`config.mk`:
```
export PLATFORM = sky130hd
export DESIGN_NAME = keypad_emulator
export DESIGN_NICKNAME = d
export VERILOG_FILES = /design/src/rtl/keypad_pkg.sv /design/src/rtl/keypad_tick_gen.sv /design/src/rtl/keypad_emulator.sv
export SDC_FILE = /design/constraint.sdc
export NUM_CORES = 1
export LEC_CHECK = 0
export ABC_AREA = 1
export BUFFER_PORTS_ARGS = -buffer_cell sky130_fd_sc_hd__buf_2
export CORE_MARGIN = 1.5
export CORE_UTILIZATION = 60
export DETAILED_ROUTE_END_ITERATION = 10
export PLACE_DENSITY = 0.82
export SYNTH_ARGS = -nofsm -noshare
export SYNTH_HDL_FRONTEND = slang
export SYNTH_HIERARCHICAL = 1
export SYNTH_SLANG_ARGS = --single-unit
```
`constraint.sdc`:
```
create_clock -name clk -period 6.2 [get_ports clk]
set_clock_uncertainty 0.15 [all_clocks]
set_input_delay 0.93 -clock clk [delete_from_list [all_inputs] [get_ports clk]]
set_output_delay 0.93 -clock clk [all_outputs]
set_load 0.02 [all_outputs]
```
`src/rtl/keypad_pkg.sv`:
```
// Shared definitions for the keypad emulator: matrix geometry, code
// field layout, FSM states and the bounce LFSR polynomial.
package keypad_pkg;

  localparam int NUM_COLS = 4;
  localparam int NUM_ROWS = 5;

  localparam int COL_LSB = 0;
  localparam int COL_MSB = 1;
  localparam int ROW_LSB = 2;
  localparam int ROW_MSB = 4;

  // Fibonacci taps 16, 14, 13, 11
  localparam logic [15:0] LFSR_TAPS = 16'hB400;

  typedef enum logic [2:0] {
    IDLE,
    BOUNCE_IN,
    HOLD,
    BOUNCE_OUT,
    GAP
  } state_t;

  function automatic logic [1:0] code_col(input logic [4:0] c);
    return c[COL_MSB:COL_LSB];
  endfunction

  function automatic logic [2:0] code_row(input logic [4:0] c);
    return c[ROW_MSB:ROW_LSB];
  endfunction

  function automatic logic [15:0] lfsr_step(input logic [15:0] v);
    return {v[14:0], ^(v & LFSR_TAPS)};
  endfunction

endpackage

```
`src/rtl/keypad_tick_gen.sv`:
```
// Timing prescaler: one-cycle tick every TICK_DIV enabled cycles,
// restarted by clear or whenever disabled.
module keypad_tick_gen #(
  parameter int TICK_DIV = 16
) (
  input  logic clk,
  input  logic rst,
  input  logic en,
  input  logic clear,
  output logic tick
);

  localparam int CW = (TICK_DIV > 1) ? $clog2(TICK_DIV) : 1;
  localparam logic [CW-1:0] LAST = CW'(TICK_DIV - 1);

  logic [CW-1:0] cnt;

  assign tick = en & ~clear & (cnt == LAST);

  always_ff @(posedge clk or posedge rst) begin
    if (rst) begin
      cnt <= '0;
    end else if (clear | ~en | (cnt == LAST)) begin
      cnt <= '0;
    end else begin
      cnt <= cnt + 1'b1;
    end
  end

endmodule

```
`src/rtl/keypad_emulator.sv`:
```
// Matrix keypad emulator: presses one key with bounce, hold and gap
// timing by pulling the scanned row/column lines low.
module keypad_emulator
  import keypad_pkg::*;
#(
  parameter int          TICK_DIV  = 16,
  parameter int          GAP_TICKS = 8,
  parameter logic [15:0] LFSR_SEED = 16'hACE1
) (
  input  logic                clk,
  input  logic                rst,
  input  logic [NUM_COLS-1:0] x_in,
  input  logic [NUM_ROWS-1:0] y_in,
  output logic [NUM_COLS-1:0] x_pull,
  output logic [NUM_ROWS-1:0] y_pull,
  input  logic                cmd_valid,
  output logic                cmd_ready,
  input  logic [4:0]          cmd_code,
  input  logic [15:0]         cmd_hold,
  input  logic [3:0]          cmd_bounce,
  output logic                busy,
  output logic                contact,
  output logic                done,
  output logic                err
);

  localparam logic [15:0] GAP_LAST =
    (GAP_TICKS > 0) ? 16'(GAP_TICKS - 1) : 16'd0;

  state_t      state;
  logic [1:0]  col;
  logic [2:0]  row;
  logic [15:0] hold_last;
  logic [3:0]  bounce;
  logic [15:0] cnt;
  logic [15:0] lfsr;
  logic        tick;
  logic        accept;

  assign cmd_ready = (state == IDLE);
  assign busy      = (state != IDLE);
  assign accept    = cmd_valid & cmd_ready;

  keypad_tick_gen #(
    .TICK_DIV(TICK_DIV)
  ) u_tick (
    .clk  (clk),
    .rst  (rst),
    .en   (busy),
    .clear(accept),
    .tick (tick)
  );

  always_ff @(posedge clk or posedge rst) begin
    if (rst) begin
      state     <= IDLE;
      contact   <= 1'b0;
      done      <= 1'b0;
      err       <= 1'b0;
      col       <= '0;
      row       <= '0;
      hold_last <= '0;
      bounce    <= '0;
      cnt       <= '0;
      lfsr      <= LFSR_SEED;
    end else begin
      done <= 1'b0;
      err  <= 1'b0;
      if (tick) lfsr <= lfsr_step(lfsr);
      unique case (state)
        IDLE: begin
          if (accept) begin
            if (code_row(cmd_code) < 3'(NUM_ROWS)) begin
              col       <= code_col(cmd_code);
              row       <= code_row(cmd_code);
              hold_last <= (cmd_hold == 16'd0) ? 16'd0
                                               : cmd_hold - 16'd1;
              bounce    <= cmd_bounce;
              cnt       <= '0;
              state     <= BOUNCE_IN;
            end else begin
              err <= 1'b1;
            end
          end
        end
        BOUNCE_IN, BOUNCE_OUT: begin
          if (tick) begin
            if (cnt < {12'd0, bounce}) begin
              contact <= lfsr[0];
              cnt     <= cnt + 16'd1;
            end else begin
              // settle to the steady level of the phase being entered
              contact <= (state == BOUNCE_IN);
              cnt     <= '0;
              state   <= (state == BOUNCE_IN) ? HOLD : GAP;
            end
          end
        end
        HOLD: begin
          if (tick) begin
            if (cnt == hold_last) begin
              cnt   <= '0;
              state <= BOUNCE_OUT;
            end else begin
              cnt <= cnt + 16'd1;
            end
          end
        end
        GAP: begin
          if (tick) begin
            if (cnt == GAP_LAST) begin
              cnt   <= '0;
              done  <= 1'b1;
              state <= IDLE;
            end else begin
              cnt <= cnt + 16'd1;
            end
          end
        end
        default: state <= IDLE;
      endcase
    end
  end

  // a line is only pulled while the scanner drives the other group low
  always_comb begin
    x_pull = '0;
    y_pull = '0;
    if (contact && (x_in == '0)) y_pull[row] = 1'b1;
    if (contact && (y_in == '0)) x_pull[col] = 1'b1;
  end

endmodule

```
=== Yosys cells after proc, flatten, opt, wreduce, memory -nomap -nowiden ===
Cells that the tools add are included.

* Word-level logic and storage cells: 92
* Register bits after elaboration: 67

* Bitwise operators: 7
* Equality and inequality tests: 15
* Add/sub/neg operators: 3
* Muxes and demuxes: 34
* Reduce and logical (&&, ||, !) cells: 16
* $lt $le $gt $ge: 6

{| class="wikitable"
|+ Operator list
! cell !! number
|-
| 16-bit 2-to-1 mux || 9
|-
| 16-bit one-hot mux with 4 select lines || 1
|-
| 3-bit 2-to-1 mux || 9
|-
| 16-bit by 1-bit adder with 16-bit output (second input constant) || 1
|-
| 16-bit == test || 1
|-
| 16-bit by 3-bit == test with 1-bit output (second input constant) || 1
|-
| 16-bit logical NOT || 1
|-
| 16-bit by 4-bit < comparator with 1-bit output || 1
|-
| 16-bit parity || 1
|-
| 16-bit by 1-bit subtractor with 16-bit output (second input constant) || 1
|-
| 2-bit != test (second input constant) || 6
|-
| 3-bit one-hot mux with 4 select lines || 1
|-
| 1-bit 2-to-1 mux || 9
|-
| 4-bit 2-to-1 mux || 2
|-
| 8-bit AND reduction || 1
|-
| 3-bit by 2-bit == test with 1-bit output (second input constant) || 2
|-
| 6-bit AND reduction || 1
|-
| 5-bit logical NOT || 1
|-
| 5-bit 2-to-1 mux || 1
|-
| 4-bit by 1-bit adder with 4-bit output (second input constant) || 1
|-
| 4-bit == test (second input constant) || 1
|-
| 1-bit logical AND || 4
|-
| 4-bit logical NOT || 1
|-
| 3-bit by 4-bit < comparator with 1-bit output (second input constant) || 1
|-
| other kinds (18) || 23
|}

=== Logic depth before layout (Yosys ltp) ===
Gate-level depths: netlist of the first run.

* Word-level depth: 7
* Depth in mapped cells: 19

=== Modules after synthesis ===
The synthesis of the first run kept the hierarchy.

{| class="wikitable"
|+ Modules (own cells, without submodules)
! module !! area each (sq um) !! seq. area each (sq um) !! instances !! cells an instance
|-
| keypad_emulator || 4,006.3 || 1,586.5 || 1 || 561
|-
| keypad_tick_gen || 200.2 || 100.1 || 1 || 25
|}

=== Worst setup path after synthesis of the first run ===
OpenSTA, ideal clock, no wires.

* Kind: input-to-output
* Start point: input x_in[0]
* End point: output y_pull[1]
* Arrival time: 1.893 ns
* Path slack: 3.227 ns
* Buffers on the path: 0
* Stages on the path: 4
* Cell sequence: nor3_1 -> and2_1 -> inv_1 -> nor4_1

* Cells in the longest elaborated chain, start to end: 3

{| class="wikitable"
|+ Ends and longest elaborated chain
! element !! RTL line !! source
|-
| start: declaration || keypad_emulator.sv:12 || <nowiki>input logic [NUM_COLS-1:0] x_in,</nowiki>
|-
| 4-bit logical NOT || keypad_emulator.sv:129 || <nowiki>if (contact && (x_in == '0)) y_pull[row] = 1'b1;</nowiki>
|-
| 1-bit logical AND || keypad_emulator.sv:129 ||
|-
| 5-bit 2-to-1 mux || keypad_emulator.sv:129 ||
|-
| end: declaration || keypad_emulator.sv:15 || <nowiki>output logic [NUM_ROWS-1:0] y_pull,</nowiki>
|}

Every way passes these cells.

==> results of run 1 <==
[through the flow]
| stage | setup slack [ns] | hold slack (ns) | util |
|---|---|---|---|
| 6_report | 2.613 | 0.3140 | 0.6921 |
| 3_5_place_dp | 2.263 | 0.3053 | 0.6608 |
| 5_1_grt | 2.310 | 0.3289 | 0.6921 |
| 3_3_place_gp | 2.325 | 0.3051 | 0.6608 |
| 2_1_floorplan | 3.227 | 0.2917 | - |
| 4_1_cts | 2.635 | 0.3089 | 0.6921 |
[critical path: stages]
cell,delay (ns)
buf_2,0.09
inv_1,0.11
nor2_4,0.06
inv_1,0.05
nand2_1,0.07
nor2_1,0.81
inv_1,0.55
nand2_2,0.23
nand2_4,0.09
nor2_8,0.29
inv_2,0.15
nor2_2,0.17
nor2_1,0.06
[Yosys cell counts (all sizes together) (8+ instances only)]
library cell	instances
xor2	16
dfrtp	59
dfstp	8
nor3	14
nand2	215
o21ai	25
nor2	71
nand4	11
xnor2	8
o22ai	16
inv	85
buf	10
nand3	26
[how the worst max path moves through the flow]
stage | start | endpoint | depth (start not counted)
final | cmd_valid | cnt[6] | 13
after global routing | cmd_valid | cnt[6] | 13
after CTS | cmd_valid | cnt[6] | 13
after detailed placement | cmd_valid | cnt[6] | 13
after global placement | cmd_valid | cnt[6] | 13
after floorplan | x_in[0] | y_pull[1] | 4
[cells by family after synthesis]
group,count (synthesis)
buf+inv,99
flops,67
xor+xnor,24
compound gates,45
fa+ha+maj,6
simple gates,344
mux,1
[area by class of cell]
cell class	count	share of cell area
Sequential cell	67	0.3587
Tap cell	96	0.02555
Multi-Input combinational cell	420	0.4478
Inverter	85	0.06786
Clock buffer	14	0.03885
Timing Repair Buffer	51	0.05482
Clock inverter	1	0.006386
[layer usage]
metal	vias to the layer above	track usage	part of all wire
met4	0	0.1173	0.018
met2	96	0.4567	0.51
met1	1718	0.3045	0.43
met5	-	0	0
met3	15	0.03048	0.041
li1	1919	-	-
[power breakdown]
| part | internal, mW | switching, mW | total, mW |
|---|---|---|---|
| clock | 0.228 | 0.159 | 0.387 |
| combinational | 0.0291 | 0.0394 | 0.0685 |
| sequential | 0.449 | 0.00618 | 0.455 |
| total | 0.705 | 0.205 | 0.910 |
[state kept, by name, indices dropped and copies added, names as in the netlist, 2 cells and up]
register    count
cnt            16
col             2
row             3
state           3
lfsr           16
hold_last      16
bounce          4
u_tick/cnt      4
==> summary.md, run 1 <==
| Metric | Value |
|---|---|
| Synth cell types | `36` |
| Inserted Clock Buffers | `9` |
| Reg area | `1687 sq um` |
| First-pass DRT Iterations | `5` |
| Max_slew headroom | `0.2935` |
| First-pass GRT wire length | `15,090 microns` |
| Initial DRC count | `215` |
| Post-synthesis simple-gate area fraction | `0.3537` |
| Initial Utilization | `0.6192` |
| Ys async rst share | `1.000` |
| Hold_sp | `lfsr[5]` |
| # diodes | `0` |
| DR WL/cell | `11.91 microns` |
| Fin cells | `734` |
| Critical Path RT | `6.28 ns` |
| Initial antenna violation count | `0` |
| Mux share of post-synthesis cell area | `0.002677` |
| Cell area after synthesis | `4207 sq um` |
| Core Area | `6794 sq um` |
| Cts repair resizes | `0` |
| FF-to-FF setup slack | `2.72 ns` |
| Ys flop type | `dfrtp_1` |
| Max-slew violations | `0` |
| Register bit count reported by yosys | `67` |
| Worst Hold End | `lfsr[5]` |
| H-tree depth | `3` |
| Drc violations | `0` |
| Die area | `7522 sq um` |
| Max Fanout on Critical Path | `24` |
| Main combinational cell family by area after synthesis | `simple AND/OR/NAND/NOR gates` |
| GRT Total Usage | `0.2547` |
| WHS Path Cells | `2` |
| DP Area | `4489 sq um` |
| Period utilization | `0.5785` |
| CP Class | `input pin to flip-flop` |
| Fin Setup TNS | `0 ns` |
| Commonest non-fill, non-tap cell in the layout | `nand2_1` |
| Multi-input logic area | `2106 sq um` |
| Post-Synth Adder-Cell Area | `0.01785` |
| R2r endpoint | `cnt[6]` |
| Layout Nets | `677` |
| CTS max path bufs | `2` |
| Number of global-route vias before repair | `3,561` |
| Syn Inst Count | `586` |
| Sequential area share after synthesis | `0.4010` |
| Via-to-Cell Ratio | `5.106` |
| Port bufs | `50` |
| Area leader, netlist | `dfrtp_1` |
| Hold crit path type | `flip-flop to flip-flop` |
| Status | `completed` |
| Gr ovfl total | `0` |
| RR Startpoint | `state[1]` |
| RSZ-0062 raised after global routing | `false` |
| Number of synthesized flops with an enable pin | `0` |
| Max Cap Viol | `0` |
| Crit path launch type | `input pin` |
| Top-area cell type share of the netlist area | `0.3510` |
| Power per cell area | `193.6 nW/um^2` |
| Crit end category | `flip-flop` |
| # Post-CTS Setup Buffers | `0` |
| Die width | `86.73 microns` |
| Compound-Gate Fraction of Synth Area | `0.07644` |
| Synth area leaders | `dfrtp_1 35%, nand2_1 18%, inv_1 6.7%, nor2_1 5.5%, dfstp_2 5.0%` |
| Die Y | `86.73 microns` |
| Clock root buffer | `clkbuf_8` |
| Final instance area | `4702 sq um` |
| Worst skew pair latency | `0.35 ns` |
| Highest clock rate | `278.8 MHz` |
| Row count | `30` |
| Static Leak | `2.471 nW` |
| Synth Area in XOR/XNOR | `0.04997` |
| Final HPWL DP | `6559 microns` |
| Area Overhead vs Synth | `11.78%` |
| R2R depth | `15` |
| DRT Wirelength | `8741 microns` |
| Share of cells above drive strength 1 | `0.1850` |
| Fillers | `556` |
| Slew @ Worst Pin | `1.056 ns` |
| Gpl congestion | `0.9503` |
| CTS Sinks | `67` |
| Most frequent cells in the layout | `206 x nand2_1, 74 x inv_1, 62 x nor2_1` |
| Cells after DPL | `719` |
| Post-Syn Area per Cell | `7.178 sq um` |
| Antenna Violating Nets Remaining | `0` |
| Final Setup Violations | `0` |
| Max VDD drop | `122.2 uV` |
| Period minus WS final | `3.587 ns` |
| I/O pin cnt | `51` |
| Power, Total | `910.4 uW` |
| Routed vias | `3,748` |
| Arrival time worst endpoint | `3.67 ns` |
| Final hold viol count | `0` |
| TritonCTS clock tree | `done` |
| Synth warnings | `6` |
| # hold bufs at CTS | `0` |
| Worst-path clk slew | `0.07 ns` |
| Largest net degree at the start of global routing | `64` |
| Synthesized Nets | `629` |
Note: power is estimated with default switching activity, not from simulation.
==> run 2: changes to the inputs <==
Settings changed: CORE_UTILIZATION 60 to 59, PLACE_DENSITY 0.82 to 0.81.
Clock period 6.2 ns to 3.7 ns, I/O delays scaled along.
==> run 2 against run 1 <==
Clock power rose by 79%. Sequential share of layout area decreased by 0.35 points. Die area rose by 1.6%. Worst setup slack got worse by 1.3 ns. Worst hold slack worse by 0.058 ns. Cell count rose by 0.68%. Critical path depth increased by 3. Largest power group unchanged.
==> summary.md, run 2 (same netlist as run 1, synthesis figures left out) <==
| Metric | Value |
|---|---|
| Status | `completed (unchanged)` |
| FF-to-FF setup slack | `1.28 ns (was 2.72 ns)` |
| Clock share of power | `0.440 (was 0.425)` |
| Arrival time worst endpoint | `2.50 ns (was 3.67 ns)` |
| Util after Layout | `0.6951 (was 0.6921)` |
| Highest clock rate | `413.9 MHz` |
| Period utilization | `0.6530` |
| Max Cap Viol | `0 (unchanged)` |
| Clock root buffer | `clkbuf_8 (unchanged)` |
| Drc violations | `0 (unchanged)` |
| Switch share | `0.2367 (was 0.2251)` |
| Number of global-route vias before repair | `3,554 (was 3,561)` |
| Fin Setup TNS | `0 ns (unchanged)` |
| Crit end category | `flip-flop (unchanged)` |
| First-pass DRT Iterations | `4 (was 5)` |
| Int Power | `1.199 mW (was 705.5 uW)` |
| Max VDD drop | `219.1 uV (was 122.2 uV)` |
| Max-slew violations | `0 (unchanged)` |
| Final HPWL DP | `6637 microns (was 6559 microns)` |
| DR WL/cell | `11.80 microns (was 11.91 microns)` |
| Routed vias | `3,749 (was 3,748)` |
| Die Y | `87.44 microns (was 86.73 microns)` |
| I/O pin cnt | `51 (unchanged)` |
| Die area | `7645 sq um (was 7522 sq um)` |
| Max Fanout on Critical Path | `24 (unchanged)` |
| Power per cell area | `330.7 nW/um^2 (was 193.6 nW/um^2)` |
| Crit path launch type | `flip-flop (was input pin)` |
| First-pass GRT wire length | `15,220 microns (was 15,090 microns)` |
| Critical Path RT | `3.78 ns (was 6.28 ns)` |
| Die width | `87.44 microns (was 86.73 microns)` |
| Via-to-Cell Ratio | `5.073 (was 5.106)` |
| R2R depth | `16 (was 15)` |
| Antenna Violating Nets Remaining | `0 (unchanged)` |
| Row count | `30 (unchanged)` |
| Initial DRC count | `206 (was 215)` |
| Sequential share of power | `0.485 (was 0.499)` |
| Max_slew headroom | `0.4651 (was 0.2935)` |
| Largest net degree at the start of global routing | `35 (was 64)` |
| Inserted Clock Buffers | `9 (unchanged)` |
| Cts repair resizes | `0 (unchanged)` |
| # diodes | `0 (unchanged)` |
| H-tree depth | `3 (unchanged)` |
| TritonCTS clock tree | `done (unchanged)` |
| # hold bufs at CTS | `1 (was 0)` |
| Commonest non-fill, non-tap cell in the layout | `nand2_1 (unchanged)` |
| Psw | `371.7 uW (was 204.9 uW)` |
| Gr ovfl total | `0 (unchanged)` |
| Most frequent cells in the layout | `206 x nand2_1, 74 x inv_1, 62 x nor2_1 (unchanged)` |
| Worst-path clk slew | `0.08 ns (was 0.07 ns)` |
| Period minus WS final | `2.416 ns` |
| Worst skew pair latency | `0.35 ns (about the same)` |
| Initial Utilization | `0.6158 (was 0.6192)` |
| WHS Path Cells | `2 (unchanged)` |
| CTS Sinks | `67 (unchanged)` |
| Core Area | `6832 sq um (was 6794 sq um)` |
| RSZ-0062 raised after global routing | `false (unchanged)` |
| Final Setup Violations | `0 (unchanged)` |
| Initial antenna violation count | `0 (unchanged)` |
| Slew @ Worst Pin | `0.8023 ns (was 1.056 ns)` |
| Fillers | `590 (was 556)` |
| DRT Wirelength | `8722 microns (was 8741 microns)` |
| Gpl congestion | `0.8876 (was 0.9503)` |
| Hold crit path type | `input pin to flip-flop (was flip-flop to flip-flop)` |
| Area Overhead vs Synth | `12.88% (was 11.78%)` |
| Combinational fraction of design power | `0.075 (about the same)` |
| GRT Total Usage | `0.2515 (was 0.2547)` |
| Top flop regs | `cnt: 16 flops, hold_last: 16 flops, lfsr: 16 flops (unchanged)` |
| Static Leak | `2.490 nW (was 2.471 nW)` |
| DP Area | `4512 sq um (was 4489 sq um)` |
| Layout Nets | `681 (was 677)` |
| Share of cells above drive strength 1 | `0.1913 (was 0.1850)` |
| Final hold viol count | `0 (unchanged)` |
| CP Class | `flip-flop to flip-flop (was input pin to flip-flop)` |
| Port bufs | `50 (unchanged)` |
| CTS max path bufs | `2 (unchanged)` |
| # Post-CTS Setup Buffers | `0 (unchanged)` |
| Final instance area | `4748 sq um (was 4702 sq um)` |
-- run 2: changes by cell type in the layout (fill, tap and decap cells not counted), sizes merged --
| cell | change |
|---|---|
| dlygate4sd3 | +1 |
| buf | +3 |
| clkinv | +2 |
| clkbuf | -4 |
| clkinvlp | +2 |
| bufinv | +1 |
-- run 2: power by group through the flow --
stage,registers (mW),clock network [mW],logic (mW)
2_1_floorplan,0.773,0,0.0766
3_3_place_gp,0.774,0,0.113
3_5_place_dp,0.775,0,0.118
4_1_cts,0.761,0.696,0.120
5_1_grt,0.763,0.731,0.136
6_report,0.761,0.691,0.118
-- run 2: per-stage QoR --
step                hold slack [ns]  worst slack, ns  total power [mW]  std cells
finish                       0.2557            1.284             1.570        739
global route                 0.2501            1.039             1.631        739
CTS                          0.2516            1.291             1.576        739
detailed placement           0.3060            1.026            0.8927        722
global placement             0.3014            1.122            0.8861        722
floorplan                    0.1711            1.360            0.8492        586
-- run 2: worst max-delay path, cell delays in order (launching register included) --
cell and delay [ns]:
dfrtp_1 0.41, nor2_2 0.08, inv_2 0.07, nor2_4 0.04, inv_2 0.09, nor2_4 0.04, inv_1 0.05, nand2_1 0.07
nor2_1 0.11, buf_4 0.22, inv_1 0.10, nand2_2 0.10, nand2_4 0.07, nor2_8 0.30, inv_2 0.16, nor2_2 0.17
nor2_1 0.06
-- run 2: final cells by class --
class | instances | area, sq um | share of cell area
flip-flops and latches | 67 | 1687 | 0.3552
well taps | 96 | 120.1 | 0.02530
clock buffers | 10 | 137.6 | 0.02899
inverters | 85 | 319.1 | 0.06719
clock inverters | 6 | 88.84 | 0.01871
repair buffers | 55 | 290.3 | 0.06113
multi-input cells | 420 | 2106 | 0.4435
-- run 2: final timing paths --
path | startpoint | end
hold reg to reg | lfsr[5] | lfsr[5]
min in group asynchronous | rst | u_tick/cnt[3]
setup / recovery | state[1] | cnt[6]
max in group asynchronous | rst | lfsr[11]
setup reg to reg | state[1] | cnt[6]
hold / removal | cmd_hold[0] | hold_last[0]
-- run 2: layer usage --
layer | share of wire | global-route usage | wire length (microns) | up-vias
met4 | 0.012 | 0.09812 | 108 | 0
met5 | 0 | 0 | 0 | -
met1 | 0.45 | 0.3156 | 3962 | 1745
met3 | 0.034 | 0.04360 | 294 | 9
li1 | - | - | - | 1929
met2 | 0.50 | 0.4308 | 4355 | 66
==> run 3: changes to the inputs <==
Settings changed: ABC_AREA 1 to 0, CORE_UTILIZATION 59 to 52, PLACE_DENSITY 0.81 to 0.76.
Clock period 3.7 ns to 1.9 ns, I/O delays scaled along.
==> run 3 against run 2 <==
The flow now finishes with violations (negative setup slack). Global-route usage is 1.6 points higher. Worst hold slack worse by 0.22 ns. Synthesized cell count is 37% lower. Critical endpoint is now cnt[11]. Sequential power grew to 2.6 times the previous value. Core utilization is 7.7 points higher. Worst setup slack worse by 1.9 ns. First-iteration DRC count is 0.49% lower. Die area is 3.5% lower. Cell count is 19% lower. Highest routed layer unchanged. Wire length is 16% higher. Via count is 10% lower.
==> summary.md, run 3 <==
| Metric | Value |
|---|---|
| First-pass GRT wire length | `15,100 microns (was 15,220 microns)` |
| Register bit count reported by yosys | `67 (unchanged)` |
| Most frequent cells in the layout | `78 x buf_4, 59 x dfrtp_1, 52 x nand2_1 (was 206 x nand2_1, 74 x inv_1, 62 x nor2_1)` |
| Period minus WS final | `2.559 ns (was 2.416 ns)` |
| Highest clock rate | `390.8 MHz (was 413.9 MHz)` |
| Most common cell in the netlist | `dfrtp_1 (was nand2_1)` |
| Synthesized Nets | `410 (was 629)` |
| Synth area leaders | `dfrtp_1 41%, xnor2_1 7.6%, dfstp_2 5.9%, nand2_1 5.9%, mux2_2 4.7% (was dfrtp_1 35%, nand2_1 18%, inv_1 6.7%, nor2_1 5.5%, dfstp_2 5.0%)` |
| Core Area | `6719 sq um (was 6832 sq um)` |
| Hold crit path type | `input pin to flip-flop (unchanged)` |
| Area Overhead vs Synth | `45.18% (was 12.88%)` |
| Max-slew violations | `0 (unchanged)` |
| Number of global-route vias before repair | `3,398 (was 3,554)` |
| Final HPWL DP | `6045 microns (was 6637 microns)` |
| Layout Nets | `559 (was 681)` |
| Cell area after synthesis | `3572 sq um (was 4207 sq um)` |
| CP Class | `flip-flop to flip-flop (unchanged)` |
| Die width | `85.88 microns (was 87.44 microns)` |
| Power, Total | `5.265 mW (was 1.570 mW)` |
| Arrival time worst endpoint | `2.63 ns (was 2.50 ns)` |
| TritonCTS clock tree | `done (unchanged)` |
| Max Fanout on Critical Path | `6 (was 24)` |
| Area leader, netlist | `dfrtp_1 (unchanged)` |
| Final setup margin | `-0.6590 ns (was 1.284 ns)` |
| Gr ovfl total | `0 (unchanged)` |
| Multi-input logic area | `2003 sq um (was 2106 sq um)` |
| Failing checks | `negative setup slack` |
| Worst skew pair latency | `0.35 ns (about the same)` |
| Crit end category | `flip-flop (unchanged)` |
| Post-synth top cells | `59 x dfrtp_1, 56 x nand2_1, 31 x o21ai_0, 31 x xnor2_1, 27 x nor2_1 (was 206 x nand2_1, 75 x inv_1, 62 x nor2_1, 59 x dfrtp_1, 24 x nand3_1)` |
| GRT Total Usage | `0.2675 (was 0.2515)` |
| Slew @ Worst Pin | `0.8038 ns (was 0.8023 ns)` |
| Drc violations | `0 (unchanged)` |
| Crit path launch type | `flip-flop (unchanged)` |
| Via-to-Cell Ratio | `5.612 (was 5.073)` |
| Critical Path RT | `1.97 ns (was 3.78 ns)` |
| Sequential share of power | `0.374 (was 0.485)` |
| FF-to-FF setup slack | `-0.66 ns (was 1.28 ns)` |
| Switch share | `0.3402 (was 0.2367)` |
| Ys flop type | `dfrtp_1 (unchanged)` |
| Post-Syn Area per Cell | `9.733 sq um (was 7.178 sq um)` |
| DR WL/cell | `16.77 microns (was 11.80 microns)` |
| Top-area cell type share of the netlist area | `0.4133 (was 0.3510)` |
| Synth warnings | `6 (unchanged)` |
| Int Power | `3.473 mW (was 1.199 mW)` |
| Synth cell types | `49 (was 36)` |
| RSZ-0062 raised after global routing | `true (was false)` |
| Clock share of power | `0.229 (was 0.440)` |
| DRT Wirelength | `10,080 microns (was 8722 microns)` |
| Max_slew headroom | `0.4595 (was 0.4651)` |
| Initial antenna violation count | `0 (unchanged)` |
| H-tree depth | `3 (unchanged)` |
| # diodes | `0 (unchanged)` |
| CTS Sinks | `67 (unchanged)` |
| Inserted Clock Buffers | `9 (unchanged)` |
| Largest net degree at the start of global routing | `64 (was 35)` |
| Top flop regs | `cnt: 16 flops, hold_last: 16 flops, lfsr: 16 flops (unchanged)` |
| Row count | `30 (unchanged)` |
| Worst-path clk slew | `0.08 ns (about the same)` |
| Commonest non-fill, non-tap cell in the layout | `buf_4 (was nand2_1)` |
| Port bufs | `50 (unchanged)` |
| Final Setup Violations | `63 (was 0)` |
| Period utilization | `1.347 (was 0.6530)` |
| Power per cell area | `1015 nW/um^2 (was 330.7 nW/um^2)` |
| First-pass DRT Iterations | `4 (unchanged)` |
| Antenna Violating Nets Remaining | `0 (unchanged)` |
| Reg area | `1687 sq um (unchanged)` |
| Die area | `7375 sq um (was 7645 sq um)` |
| Combinational fraction of design power | `0.397 (was 0.075)` |
| I/O pin cnt | `51 (unchanged)` |
| Fin Setup TNS | `-14.24 ns (was 0 ns)` |
| Clock root buffer | `clkbuf_8 (unchanged)` |
| Final hold viol count | `0 (unchanged)` |
| Max VDD drop | `499.1 uV (was 219.1 uV)` |
| Routed vias | `3,373 (was 3,749)` |
| CTS max path bufs | `2 (unchanged)` |
| Share of cells above drive strength 1 | `0.4472 (was 0.1913)` |
| Initial DRC count | `205 (was 206)` |
| Initial Utilization | `0.5317 (was 0.6158)` |
| Static Leak | `2.461 nW (was 2.490 nW)` |
| Number of synthesized flops with an enable pin | `0 (unchanged)` |
| Status | `finished with violations (was completed)` |
| Psw | `1.791 mW (was 371.7 uW)` |
| Max Cap Viol | `0 (unchanged)` |
| Ys async rst share | `1.000 (unchanged)` |
| Sequential area share after synthesis | `0.4722 (was 0.4010)` |
| Die Y | `85.88 microns (was 87.44 microns)` |
| Fillers | `388 (was 590)` |
| Gpl congestion | `0.8901 (was 0.8876)` |
| Syn Inst Count | `367 (was 586)` |
## run 3: cell count changes after synthesis, sizes merged, moves of 6 or more
cell,change
and3,+10
inv,-69
mux2,+14
nand2,-159
nand3,-15
nand4,-6
nor2,-42
nor4,+7
o21ai,+6
o22ai,-15
xnor2,+23
xor2,-6
## run 3: worst paths after layout
path                                from  cells past startpoint             to
setup / recovery                  cnt[5]                     10        cnt[11]
hold / removal             cmd_bounce[3]                      3      bounce[3]
setup reg to reg                  cnt[5]                     10        cnt[11]
hold reg to reg             hold_last[7]                      2   hold_last[7]
max in group asynchronous            rst                      4        lfsr[6]
min in group asynchronous            rst                      3  u_tick/cnt[0]
## run 3: layout make-up
cell class,count,area share
tap,80,0.01930
inverter,16,0.01230
sequential,67,0.3252
timing repair buffer,151,0.2188
clock inverter,2,0.006755
clock buffer,14,0.03136
multi-input combinational,271,0.3862
## run 3: power groups by stage
stage               registers (mW)  clock network [mW]  logic (mW)
finish                        1.97                1.21        2.09
global route                  2.00                1.29        2.26
CTS                           1.95                1.22        1.80
detailed placement            1.97                   0        1.57
global placement              1.96                   0        1.51
floorplan                     1.94                   0       0.999
## run 3: cell families (layout without fill, tap and decap cells)
family,count (synthesis),count (layout),share of synthesized area
AOI/OAI and AO/OA,54,54,0.09702
xor gates and xnor gates,41,41,0.1005
adders and majority gates,6,6,0.02102
buffers and inverters,29,183,0.03818
DFF,67,67,0.4722
muxes,16,16,0.05009
and+or+nand+nor,154,154,0.2210
## run 3: routing by layer
metal	up-vias	global-route usage	share of wire
met5	-	0	0
li1	1581	-	-
met3	42	0.06064	0.044
met4	0	0.1378	0.039
met2	126	0.4825	0.54
met1	1624	0.2934	0.38
## run 3: per-stage QoR
step / setup slack, ns / instances / cell area, sq um / utilization / hold WS [ns]
2_1_floorplan: -0.5179 / 367 / 3660 / - / -0.09892
3_3_place_gp: -0.5604 / 560 / 4486 / 0.6676 / 0.05211
6_report: -0.6590 / 601 / 5186 / 0.7719 / 0.03206
5_1_grt: -0.7225 / 601 / 5186 / 0.7719 / 0.02267
4_1_cts: -0.4982 / 591 / 4961 / 0.7384 / 0.01747
3_5_place_dp: -0.6462 / 560 / 4486 / 0.6676 / 0.05561
## run 3: worst max-delay path: stages (launching register included)
cell and delay (ns):
dfrtp_1 0.40, buf_4 0.16, xnor2_1 0.19, nand4_1 0.13, nor4_2 0.39, buf_4 0.19, o311ai_2 0.13, buf_4 0.20
buf_4 0.15, o211ai_1 0.22, o21ai_1 0.13
## run 3: what timing repair did
item	in CTS	in global routing
endpoints found under the setup margin	52	56
gates cloned	1	0
pin swaps	12	9
resized for setup	34	38
endpoints found under the hold margin	64	0
setup buffers	9	10
hold buffers	6	0
